## config.mk

```make
export PLATFORM = sky130hd
export DESIGN_NAME = mips_multicycle_control
export DESIGN_NICKNAME = d
export VERILOG_FILES = /design/src/rtl/mips_multicycle_control.sv
export SDC_FILE = /design/constraint.sdc
export NUM_CORES = 1
export LEC_CHECK = 0
export BUFFER_PORTS_ARGS = -buffer_cell sky130_fd_sc_hd__buf_2
export CORE_MARGIN = 1
export CORE_UTILIZATION = 35
export CTS_CLUSTER_DIAMETER = 200
export DETAILED_ROUTE_END_ITERATION = 12
export GPL_TIMING_DRIVEN = 0
export SYNTH_ARGS = -nofsm -noshare
export SYNTH_HDL_FRONTEND = slang
export SYNTH_SLANG_ARGS = --single-unit
```

## constraint.sdc

```tcl
create_clock -name clk -period 4.15 [get_ports clk]
set_input_delay 0 -clock clk [delete_from_list [all_inputs] [get_ports clk]]
set_output_delay 0 -clock clk [all_outputs]
set_load 0.03 [all_outputs]
```

## src/rtl/mips_multicycle_control.sv

```systemverilog
// mips_multicycle_control: main sequencing FSM for the multi-cycle MIPS datapath.
// Strobes are decoded from the registered state and mem_ready, and retired instructions are counted.
module mips_multicycle_control #(
  parameter int MIPS_OP_WIDTH = 6,
  parameter int CNT_WIDTH     = 32
) (
  input  logic                     clk,
  input  logic                     rst_n,
  input  logic [MIPS_OP_WIDTH-1:0] opcode,
  input  logic                     mem_ready,
  output logic                     mem_req,
  output logic                     mem_write,
  output logic                     i_or_d,
  output logic                     ir_write,
  output logic                     pc_write,
  output logic                     pc_write_cond,
  output logic [1:0]               pc_src,
  output logic                     alu_src_a,
  output logic [1:0]               alu_src_b,
  output logic [1:0]               alu_op,
  output logic                     reg_dst,
  output logic                     mem_to_reg,
  output logic                     reg_write,
  output logic                     illegal_op,
  output logic [CNT_WIDTH-1:0]     retired
);
  localparam logic [MIPS_OP_WIDTH-1:0] OP_RTYPE = 6'b000000;
  localparam logic [MIPS_OP_WIDTH-1:0] OP_LW    = 6'b100011;
  localparam logic [MIPS_OP_WIDTH-1:0] OP_SW    = 6'b101011;
  localparam logic [MIPS_OP_WIDTH-1:0] OP_BEQ   = 6'b000100;
  localparam logic [MIPS_OP_WIDTH-1:0] OP_ADDI  = 6'b001000;
  localparam logic [MIPS_OP_WIDTH-1:0] OP_J     = 6'b000010;

  typedef enum logic [3:0] {
    S_RESET, S_FETCH, S_DECODE, S_MEMADR, S_MEMRD, S_MEMWB, S_MEMWR,
    S_EXEC, S_ALUWB, S_BRANCH, S_ADDIEX, S_ADDIWB, S_JUMP
  } state_t;

  state_t               state_q, state_d;
  logic [CNT_WIDTH-1:0] retired_q, retired_d;
  logic                 retire;

  always_ff @(posedge clk or negedge rst_n) begin
    if (!rst_n) begin
      state_q   <= S_RESET;
      retired_q <= '0;
    end else begin
      state_q   <= state_d;
      retired_q <= retired_d;
    end
  end

  always_comb begin
    state_d       = state_q;
    mem_req       = 1'b0;
    mem_write     = 1'b0;
    i_or_d        = 1'b0;
    ir_write      = 1'b0;
    pc_write      = 1'b0;
    pc_write_cond = 1'b0;
    pc_src        = 2'b00;
    alu_src_a     = 1'b0;
    alu_src_b     = 2'b00;
    alu_op        = 2'b00;
    reg_dst       = 1'b0;
    mem_to_reg    = 1'b0;
    reg_write     = 1'b0;
    illegal_op    = 1'b0;
    retire        = 1'b0;
    case (state_q)
      S_RESET: state_d = S_FETCH;
      S_FETCH: begin
        mem_req   = 1'b1;
        alu_src_b = 2'b01;
        ir_write  = mem_ready;
        pc_write  = mem_ready;
        state_d   = mem_ready ? S_DECODE : S_FETCH;
      end
      S_DECODE: begin
        alu_src_b  = 2'b11;
        state_d    = (opcode == OP_LW || opcode == OP_SW) ? S_MEMADR :
                     (opcode == OP_RTYPE) ? S_EXEC   :
                     (opcode == OP_BEQ)   ? S_BRANCH :
                     (opcode == OP_ADDI)  ? S_ADDIEX :
                     (opcode == OP_J)     ? S_JUMP   : S_FETCH;
        illegal_op = (state_d == S_FETCH);
      end
      S_MEMADR: begin
        alu_src_a = 1'b1;
        alu_src_b = 2'b10;
        state_d   = (opcode == OP_SW) ? S_MEMWR : S_MEMRD;
      end
      S_MEMRD: begin
        mem_req = 1'b1;
        i_or_d  = 1'b1;
        state_d = mem_ready ? S_MEMWB : S_MEMRD;
      end
      S_MEMWB: begin
        reg_write  = 1'b1;
        mem_to_reg = 1'b1;
        retire     = 1'b1;
        state_d    = S_FETCH;
      end
      S_MEMWR: begin
        mem_req   = 1'b1;
        mem_write = 1'b1;
        i_or_d    = 1'b1;
        retire    = mem_ready;
        state_d   = mem_ready ? S_FETCH : S_MEMWR;
      end
      S_EXEC: begin
        alu_src_a = 1'b1;
        alu_op    = 2'b10;
        state_d   = S_ALUWB;
      end
      S_ALUWB: begin
        reg_write = 1'b1;
        reg_dst   = 1'b1;
        retire    = 1'b1;
        state_d   = S_FETCH;
      end
      S_BRANCH: begin
        alu_src_a     = 1'b1;
        alu_op        = 2'b01;
        pc_write_cond = 1'b1;
        pc_src        = 2'b01;
        retire        = 1'b1;
        state_d       = S_FETCH;
      end
      S_ADDIEX: begin
        alu_src_a = 1'b1;
        alu_src_b = 2'b10;
        state_d   = S_ADDIWB;
      end
      S_ADDIWB: begin
        reg_write = 1'b1;
        retire    = 1'b1;
        state_d   = S_FETCH;
      end
      S_JUMP: begin
        pc_write = 1'b1;
        pc_src   = 2'b10;
        retire   = 1'b1;
        state_d  = S_FETCH;
      end
      default: state_d = S_RESET;
    endcase
    retired_d = retired_q + {{(CNT_WIDTH-1){1'b0}}, retire};
  end

  assign retired = retired_q;
endmodule

```

=== Yosys cells after proc, flatten, opt, wreduce, memory -nomap -nowiden ===
Index checks and enable logic that the tools add are counted.

* Logic and storage cells: 56
* Input port bits: 9
* Register bits: 36

* Eq/ne operators: 18
* $add $sub $neg: 1
* Multiplexer cells: 25
* Reduce and logical (&&, ||, !) cells: 10

{| class="wikitable"
|+ Operator list
! kind !! number
|-
| adder 32 x 1 -> 32 bit || 1
|-
| one-hot mux 4 bit (8 select lines) || 1
|-
| == test 4 bit, second input constant || 5
|-
| two-way mux 4 bit || 5
|-
| == test 4 x 3 -> 1 bit, second input constant || 4
|-
| == test 6 bit, second input constant || 2
|-
| two-way mux 1 bit || 11
|-
| == test 4 x 1 -> 1 bit, second input constant || 2
|-
| == test 4 x 2 -> 1 bit, second input constant || 2
|-
| one-hot mux 2 bit (2 select lines) || 2
|-
| == test 6 x 2 -> 1 bit, second input constant || 1
|-
| == test 6 x 3 -> 1 bit, second input constant || 1
|-
| == test 6 x 4 -> 1 bit, second input constant || 1
|-
| zero test 6 bit || 1
|-
| one-hot mux 2 bit (3 select lines) || 1
|-
| OR reduction 3 bit || 2
|-
| OR reduction 6 bit || 1
|-
| OR reduction 5 bit || 1
|-
| zero test 4 bit || 1
|-
| two-way mux 2 bit || 2
|-
| one-hot mux 1 bit (2 select lines) || 2
|-
| OR reduction 2 bit || 2
|-
| OR reduction 4 bit || 1
|-
| two-way mux 3 bit || 1
|-
| logical OR 1 bit || 1
|}

=== Depth between registers and ports, before layout ===
Gate-level depths: netlist of the first run.

* Depth in word-level cells: 8
* Depth in mapped cells: 11

=== Worst setup path before layout of the first run ===
Ideal clock, no wire load.

* Kind: register -> register
* Start point: register state_q[1]
* End point: register retired_q[22] (netlist: retired[22])
* Path buffers: 1
* Path slack: 1.713 ns
* Cell stages (with the launch flop): 12
* Arrival time: 2.303 ns
* Path through: dfrtp_1 -> clkbuf_1 -> inv_1 -> nor2_1 -> a311oi_1 -> a31oi_1 -> ha_1 -> ha_1 -> nand4_1 -> nor4_4 -> nand4_1 -> xnor2_1

* Cells in the longest elaborated chain, start to end: 4
* Elaborated cells between the ends (all ways): 9

{| class="wikitable"
|+ RTL lines
! element !! RTL line !! RTL
|-
| start: declaration || 39 || <nowiki>state_t state_q, state_d;</nowiki>
|-
| start signal: assignment || 48 || <nowiki>state_q <= state_d;</nowiki>
|-
| == test 4 bit or == test 4 x 3 -> 1 bit (tied branches) || 70 || <nowiki>case (state_q)</nowiki>
|-
| OR reduction 5 bit (no source line) || - ||
|-
| one-hot mux 1 bit (2 select lines) (*) || 70 ||
|-
| adder 32 x 1 -> 32 bit (*) || 148 || <nowiki>retired_d = retired_q + {{(CNT_WIDTH-1){1'b0}}, retire};</nowiki>
|-
| via retired_d[22] || 40 || <nowiki>logic [CNT_WIDTH-1:0] retired_q, retired_d;</nowiki>
|-
| end signal: assignment || 49 || <nowiki>retired_q <= retired_d;</nowiki>
|-
| end: declaration || 40 ||
|}

The timed path passes the listed nets; every way through them passes the cells marked *.

=== Final worst setup path of the first run ===
Same ends and word-level chain as after synthesis.

==> flow_summary.ini, run 1 <==
[setup_path]
crit_end = retired[22]
r2r_slack_ps = 1230
path_max_fanout = 10
rr_endpoint = retired[22]
rr_worst_depth = 11
start_kind = flop
crit_required_ps = 4330
reg2reg_from = state_q[1]
crit_path_end_kind = flop
crit_type = flop to flop
crit_path_start = state_q[1]
worstPathArrival_ps = 3090

[synthesis]
syn-num-nets = 212
ys_types = 38
yosysSeqAreaShare_pct = 45.9
ys_warn_count = 0
syn_area_per_cell_um2 = 9.76
syn_inst = 201
syn_area_um2 = 1960
yosys.area.top_type = dfrtp_1
synth_top_area_share_pct = 45.9
ys_ff_latch = 36
synth_area_leaders = dfrtp_1 46%, xnor2_1 12%, nand3_1 4.6%, nand4_1 3.5%, nor2_1 3.4%

[final_layout]
fin_util_pct = 46.7
layout.cells.most_common = buf_2
nets = 278
syn_to_final_growth_pct = 24.6
most-common-layout-cells = 57 x buf_2, 36 x dfrtp_1, 27 x xnor2_1, 18 x nor2_1, 18 x nand3_1
layout-drive-gt1-share_pct = 26.9
diodes = 0

[sta]
slew_viol_final = 0
finalCriticalPeriod_ps = 2920
finalHoldViolations = 0
grt_setup_unrepaired = no
worst_slack_ps = 1230
post-route-period-util_pct = 70.3
maxSlewHeadroom_pct = 48.4
tightestPinTransition_ps = 775
tns_ps = 0
finalClockSkew_ps = 7.96
fmax_ghz = 0.343
setup_viol = 0

[route]
drt_iter0_markers = 79
postRouteWirelength_um = 4270
routed_via_density = 5.01
wl_per_cell_um = 12.6
drc = 0
ant_nets = 0
dr.pass1.iters = 4
num_vias = 1694

[clocking]
clk_pin_slew_ps = 60
clockBufferDepth = 2
clk_latency_ps = 290
ctsResizeCount = 0
cts_buffers = 5
h-tree-depth = 2
cts_tree = done
cts_sinks = 36
ctsRootBufferMaster = clkbuf_8

[floorplan]
die-area_um2 = 5910
io_pins = 58
fp.dieW_um = 76.9
row_count = 26
start_util_pct = 37.5
core_area_um2 = 5240
die_h_um = 76.9

[power]
leakagePower_nw = 1.23
ir_drop_v = 0.000303
power_density_nw_per_um2 = 500

[grt]
grt_pass1_vias = 1498
antenna_found_initial = 0
grt_use_total_pct = 14.9
grt_max_degree = 37
grt_pass1_wl_um = 6980
grt-ovfl-total = 0

[job]
maxCapViolations = 0

[place]
place_ws_ps = 1210
dpl.hpwl_um = 3140
gp_congestion = 0.828
port_buffers = 57

[run_status]
status = completed

[hold_path]
worstHoldPathCells = 3
worstHoldPathType = input pin to flop
[cells in the mapped netlist (all sizes together)]
| cell | n |
|---|---|
| dfrtp | 36 |
| xor2 | 5 |
| a211oi | 1 |
| and2 | 1 |
| inv | 6 |
| a21boi | 1 |
| xnor2 | 27 |
| clkbuf | 5 |
| o32a | 1 |
| nand4b | 1 |
| a21oi | 3 |
| nand2 | 15 |
| nor4 | 4 |
| nand4 | 12 |
| ha | 2 |
| buf | 3 |
| nand3 | 18 |
| a221oi | 1 |
| nor2 | 18 |
| nor3 | 5 |
| or4 | 2 |
| and4 | 2 |
| a31oi | 3 |
| or2 | 1 |
| nor2b | 2 |
| a311oi | 1 |
| and3 | 6 |
| o32ai | 2 |
| maj3 | 1 |
| nand2b | 5 |
| a21o | 1 |
| o21ai | 8 |
| or3 | 2 |
[state kept, by name (all words and copies together) (netlist names)]
register,count
state_q,4
retired,32
[kinds of logic (layout without fill, tap and decap cells)]
logic type      count (synthesis)  count (layout)  synth area share, %
fa+ha+maj                       3               3                 1.79
xor+xnor                       32              32                 14.3
compound gates                 22              22                 7.21
buf+inv                        14              81                 3.44
simple gates                   94              94                 27.4
flops                          36              36                 45.9
[report_power, final]
part           switching [mW]  internal [mW]
Sequential             0.0475          0.394
Clock                   0.117          0.135
Combinational           0.367          0.161
[repair_timing]
action,4_1_cts,5_1_grt
endpoints found under the hold margin,37,0
setup buffers,0,0
hold buffers,2,0
endpoints found under the setup margin,0,0
[worst max-delay path, cell delays in order, from the launching register on]
cell and delay, ps:
dfrtp_1 370, clkbuf_1 350, inv_1 200, nor2_1 210
a311oi_1 110, a31oi_1 230, ha_1 240, ha_1 210
nand4_1 200, nor4_4 370, nand4_1 170, xnor2_1 150
[layout make-up]
class / count / area (µm²)
fill: 541 / 2790
buffer: 8 / 45.0
inverter: 6 / 22.5
multi-input combinational: 151 / 993
sequential: 36 / 901
timing repair buffer: 59 / 305
clock buffer: 8 / 90.1
tap: 70 / 87.6
[per-layer routing]
| metal | up-vias | GRT usage [%] | wire (µm) |
|---|---|---|---|
| met3 | 6 | 3.10 | 205 |
| met5 | - | 0 | 0 |
| met4 | 0 | 7.88 | 65 |
| li1 | 848 | - | - |
| met1 | 789 | 20.6 | 2110 |
| met2 | 51 | 21.5 | 1880 |
[worst min path at each step]
| stage | from | end | slack (ps) |
|---|---|---|---|
| floorplan | rst_n | retired[0] | -300 |
| global placement | rst_n | retired[18] | 130 |
| detailed placement | rst_n | retired[17] | 130 |
| CTS | opcode[5] | state_q[3] | 50 |
| global route | opcode[5] | state_q[3] | 80 |
| finish | opcode[5] | state_q[3] | 50 |
[per-stage QoR]
stage,total power [mW],std cells,hold WS [ps],area (µm²)
floorplan,0.825,201,-296,1960
global placement,0.973,328,127,2330
detailed placement,0.977,328,132,2330
CTS,1.23,338,47.8,2440
global route,1.30,338,84.2,2440
finish,1.22,338,53.7,2440
Note: power is estimated with default switching activity, not from simulation.
==> inputs of run 2 (changes only) <==
clock period = 2.9 ns   (was 4.15 ns; I/O delays follow)
==> run 2 against run 1 <==
Effect of this change: setup slack worse by 970 ps; clock skew down 0.54 ps; die area unchanged; register-to-register slack worse by 970 ps; combinational power up 42%; global-route usage up 0.10 points; non-clock buffer count up 1; total power up 45%; sequential share of layout area down 0.20 points; design area up 0.82%.
==> flow_summary.ini, run 2 (synthesis gave the netlist of run 1 again) <==
[power]
ir_drop_v = 0.000433
p_sw_share_pct = 43.2
combinationalPowerShare_pct = 42.5
power_mw = 1.77
leakagePower_nw = 1.24
clkPwrFrac_pct = 20.5
p_int_mw = 1.00
p_sw_mw = 0.764
power_density_nw_per_um2 = 717
seqPwrFrac_pct = 37.0

[clocking]
cts_tree = done
cts_buffers = 5
ctsRootBufferMaster = clkbuf_8
clk_pin_slew_ps = 60
cts_sinks = 36
clk_latency_ps = 290
h-tree-depth = 2
clockBufferDepth = 2

[setup_path]
start_kind = flop
slowest_delay_ps = 460
crit_required_ps = 3080
path_max_fanout = 10
cp_cell_sequence = nand2b_1 > nand2b_1 > a31oi_1 > ha_1 > ha_1 > nand4_1 > nor4_4 > buf_4 > nand4_1 > xnor2_1
crit_path_end_kind = flop
crit_slowest_cell = dfrtp_2
crit_type = flop to flop
worstPathArrival_ps = 2810

[floorplan]
start_util_pct = 37.5
row_count = 26
die-area_um2 = 5910
die_h_um = 76.9
fp.dieW_um = 76.9
core_area_um2 = 5240
io_pins = 58

[route]
drt_iter0_markers = 76
ant_nets = 0
postRouteWirelength_um = 4300
routed_via_density = 5.01
num_vias = 1697
drc = 0
dr.pass1.iters = 4
wl_per_cell_um = 12.7

[sta]
fmax_ghz = 0.379
tightestPinTransition_ps = 788
post-route-period-util_pct = 90.9
maxSlewHeadroom_pct = 47.5
setup_viol = 0
grt_setup_unrepaired = no
slew_viol_final = 0
finalClockSkew_ps = 7.41
finalCriticalPeriod_ps = 2640
finalHoldViolations = 0

[final_layout]
largest_reg_flops = 32
syn_to_final_growth_pct = 25.6
fin_util_pct = 47.1
diodes = 0
nets = 279
most-common-layout-cells = 57 x buf_2, 34 x dfrtp_1, 27 x xnor2_1, 18 x nor2_1, 18 x nand3_1
layout-drive-gt1-share_pct = 29.4
layout.cells.most_common = buf_2
fin_area_um2 = 2460

[place]
gp_congestion = 0.828
dpl_cell_area_um2 = 2330
port_buffers = 57
dpl.hpwl_um = 3140

[grt]
grt_pass1_wl_um = 7030
antenna_found_initial = 0
grt_use_total_pct = 15.0
grt-ovfl-total = 0
grt_pass1_vias = 1502
grt_max_degree = 37

[job]
maxCapViolations = 0

[run_status]
status = completed

[hold_path]
worstHoldPathType = input pin to flop
## run 2: changes by cell type in the layout (fill, tap and decap cells not counted)
cell      before  now
buf_4          2    5
dfrtp_2        0    2
clkbuf_2       0    2
dfrtp_1       36   34
clkbuf_1       7    3
## run 2: metal layers
metal	up-vias	track usage (%)	routed length [µm]
li1	853	-	-
met1	792	20.9	2180
met2	46	21.5	1860
met3	6	3.10	194
met4	0	7.88	65
met5	-	0	0
## run 2: worst paths after layout
path | startpoint | endpoint | slack, ps | cells past startpoint
worst max register to register | state_q[2] | retired[22] | 260 | 10
worst min register to register | retired[31] | retired[31] | 470 | 1
worst max-delay path | state_q[2] | retired[22] | 260 | 10
min in group asynchronous | rst_n | retired[12] | 330 | 2
max in group asynchronous | rst_n | state_q[1] | 2020 | 2
worst min-delay path | opcode[5] | state_q[3] | 50 | 3
## run 2: power by group through the flow
stage | clock network (mW) | registers (mW) | logic [mW]
global placement | 0 | 0.642 | 0.750
floorplan | 0 | 0.702 | 0.478
CTS | 0.374 | 0.647 | 0.741
finish | 0.362 | 0.654 | 0.750
detailed placement | 0 | 0.643 | 0.755
global route | 0.392 | 0.668 | 0.816
## run 2: worst max-delay path, delay by kind of cell (launching register included)
| family | cells | cell delay, ps |
|---|---|---|
| AOI/OAI and AO/OA | 1 | 230 |
| buffers and inverters | 1 | 190 |
| xor gates and xnor gates | 1 | 150 |
| adders and majority gates | 2 | 450 |
| and+or+nand+nor | 5 | 1050 |
| DFF | 1 | 460 |
## run 2: repair_timing
item,4_1_cts,5_1_grt
pin swaps,1,0
hold endpoints to repair,37,0
gates resized for setup,0,6
hold buffers,2,0
endpoints found under the setup margin,3,6
setup buffers,1,2
## run 2: cell type report
type	instances	area [µm²]
clock buffer	8	90.1
multi-input combinational	151	993
inverter	6	22.5
buffer	6	40.0
fill	536	2770
timing repair buffer	62	328
tap	70	87.6
sequential	36	903
## run 2: metrics by stage
stage | setup TNS, ps | setup WS [ps] | cells | hold WS, ps
2_1_floorplan | 0 | 463 | 201 | -296
3_3_place_gp | -20.2 | -20.2 | 328 | 127
4_1_cts | 0 | 21.5 | 338 | 47.8
5_1_grt | 0 | 65.6 | 339 | 82.9
6_report | 0 | 263 | 339 | 49.4
3_5_place_dp | -90.3 | -37.5 | 328 | 132
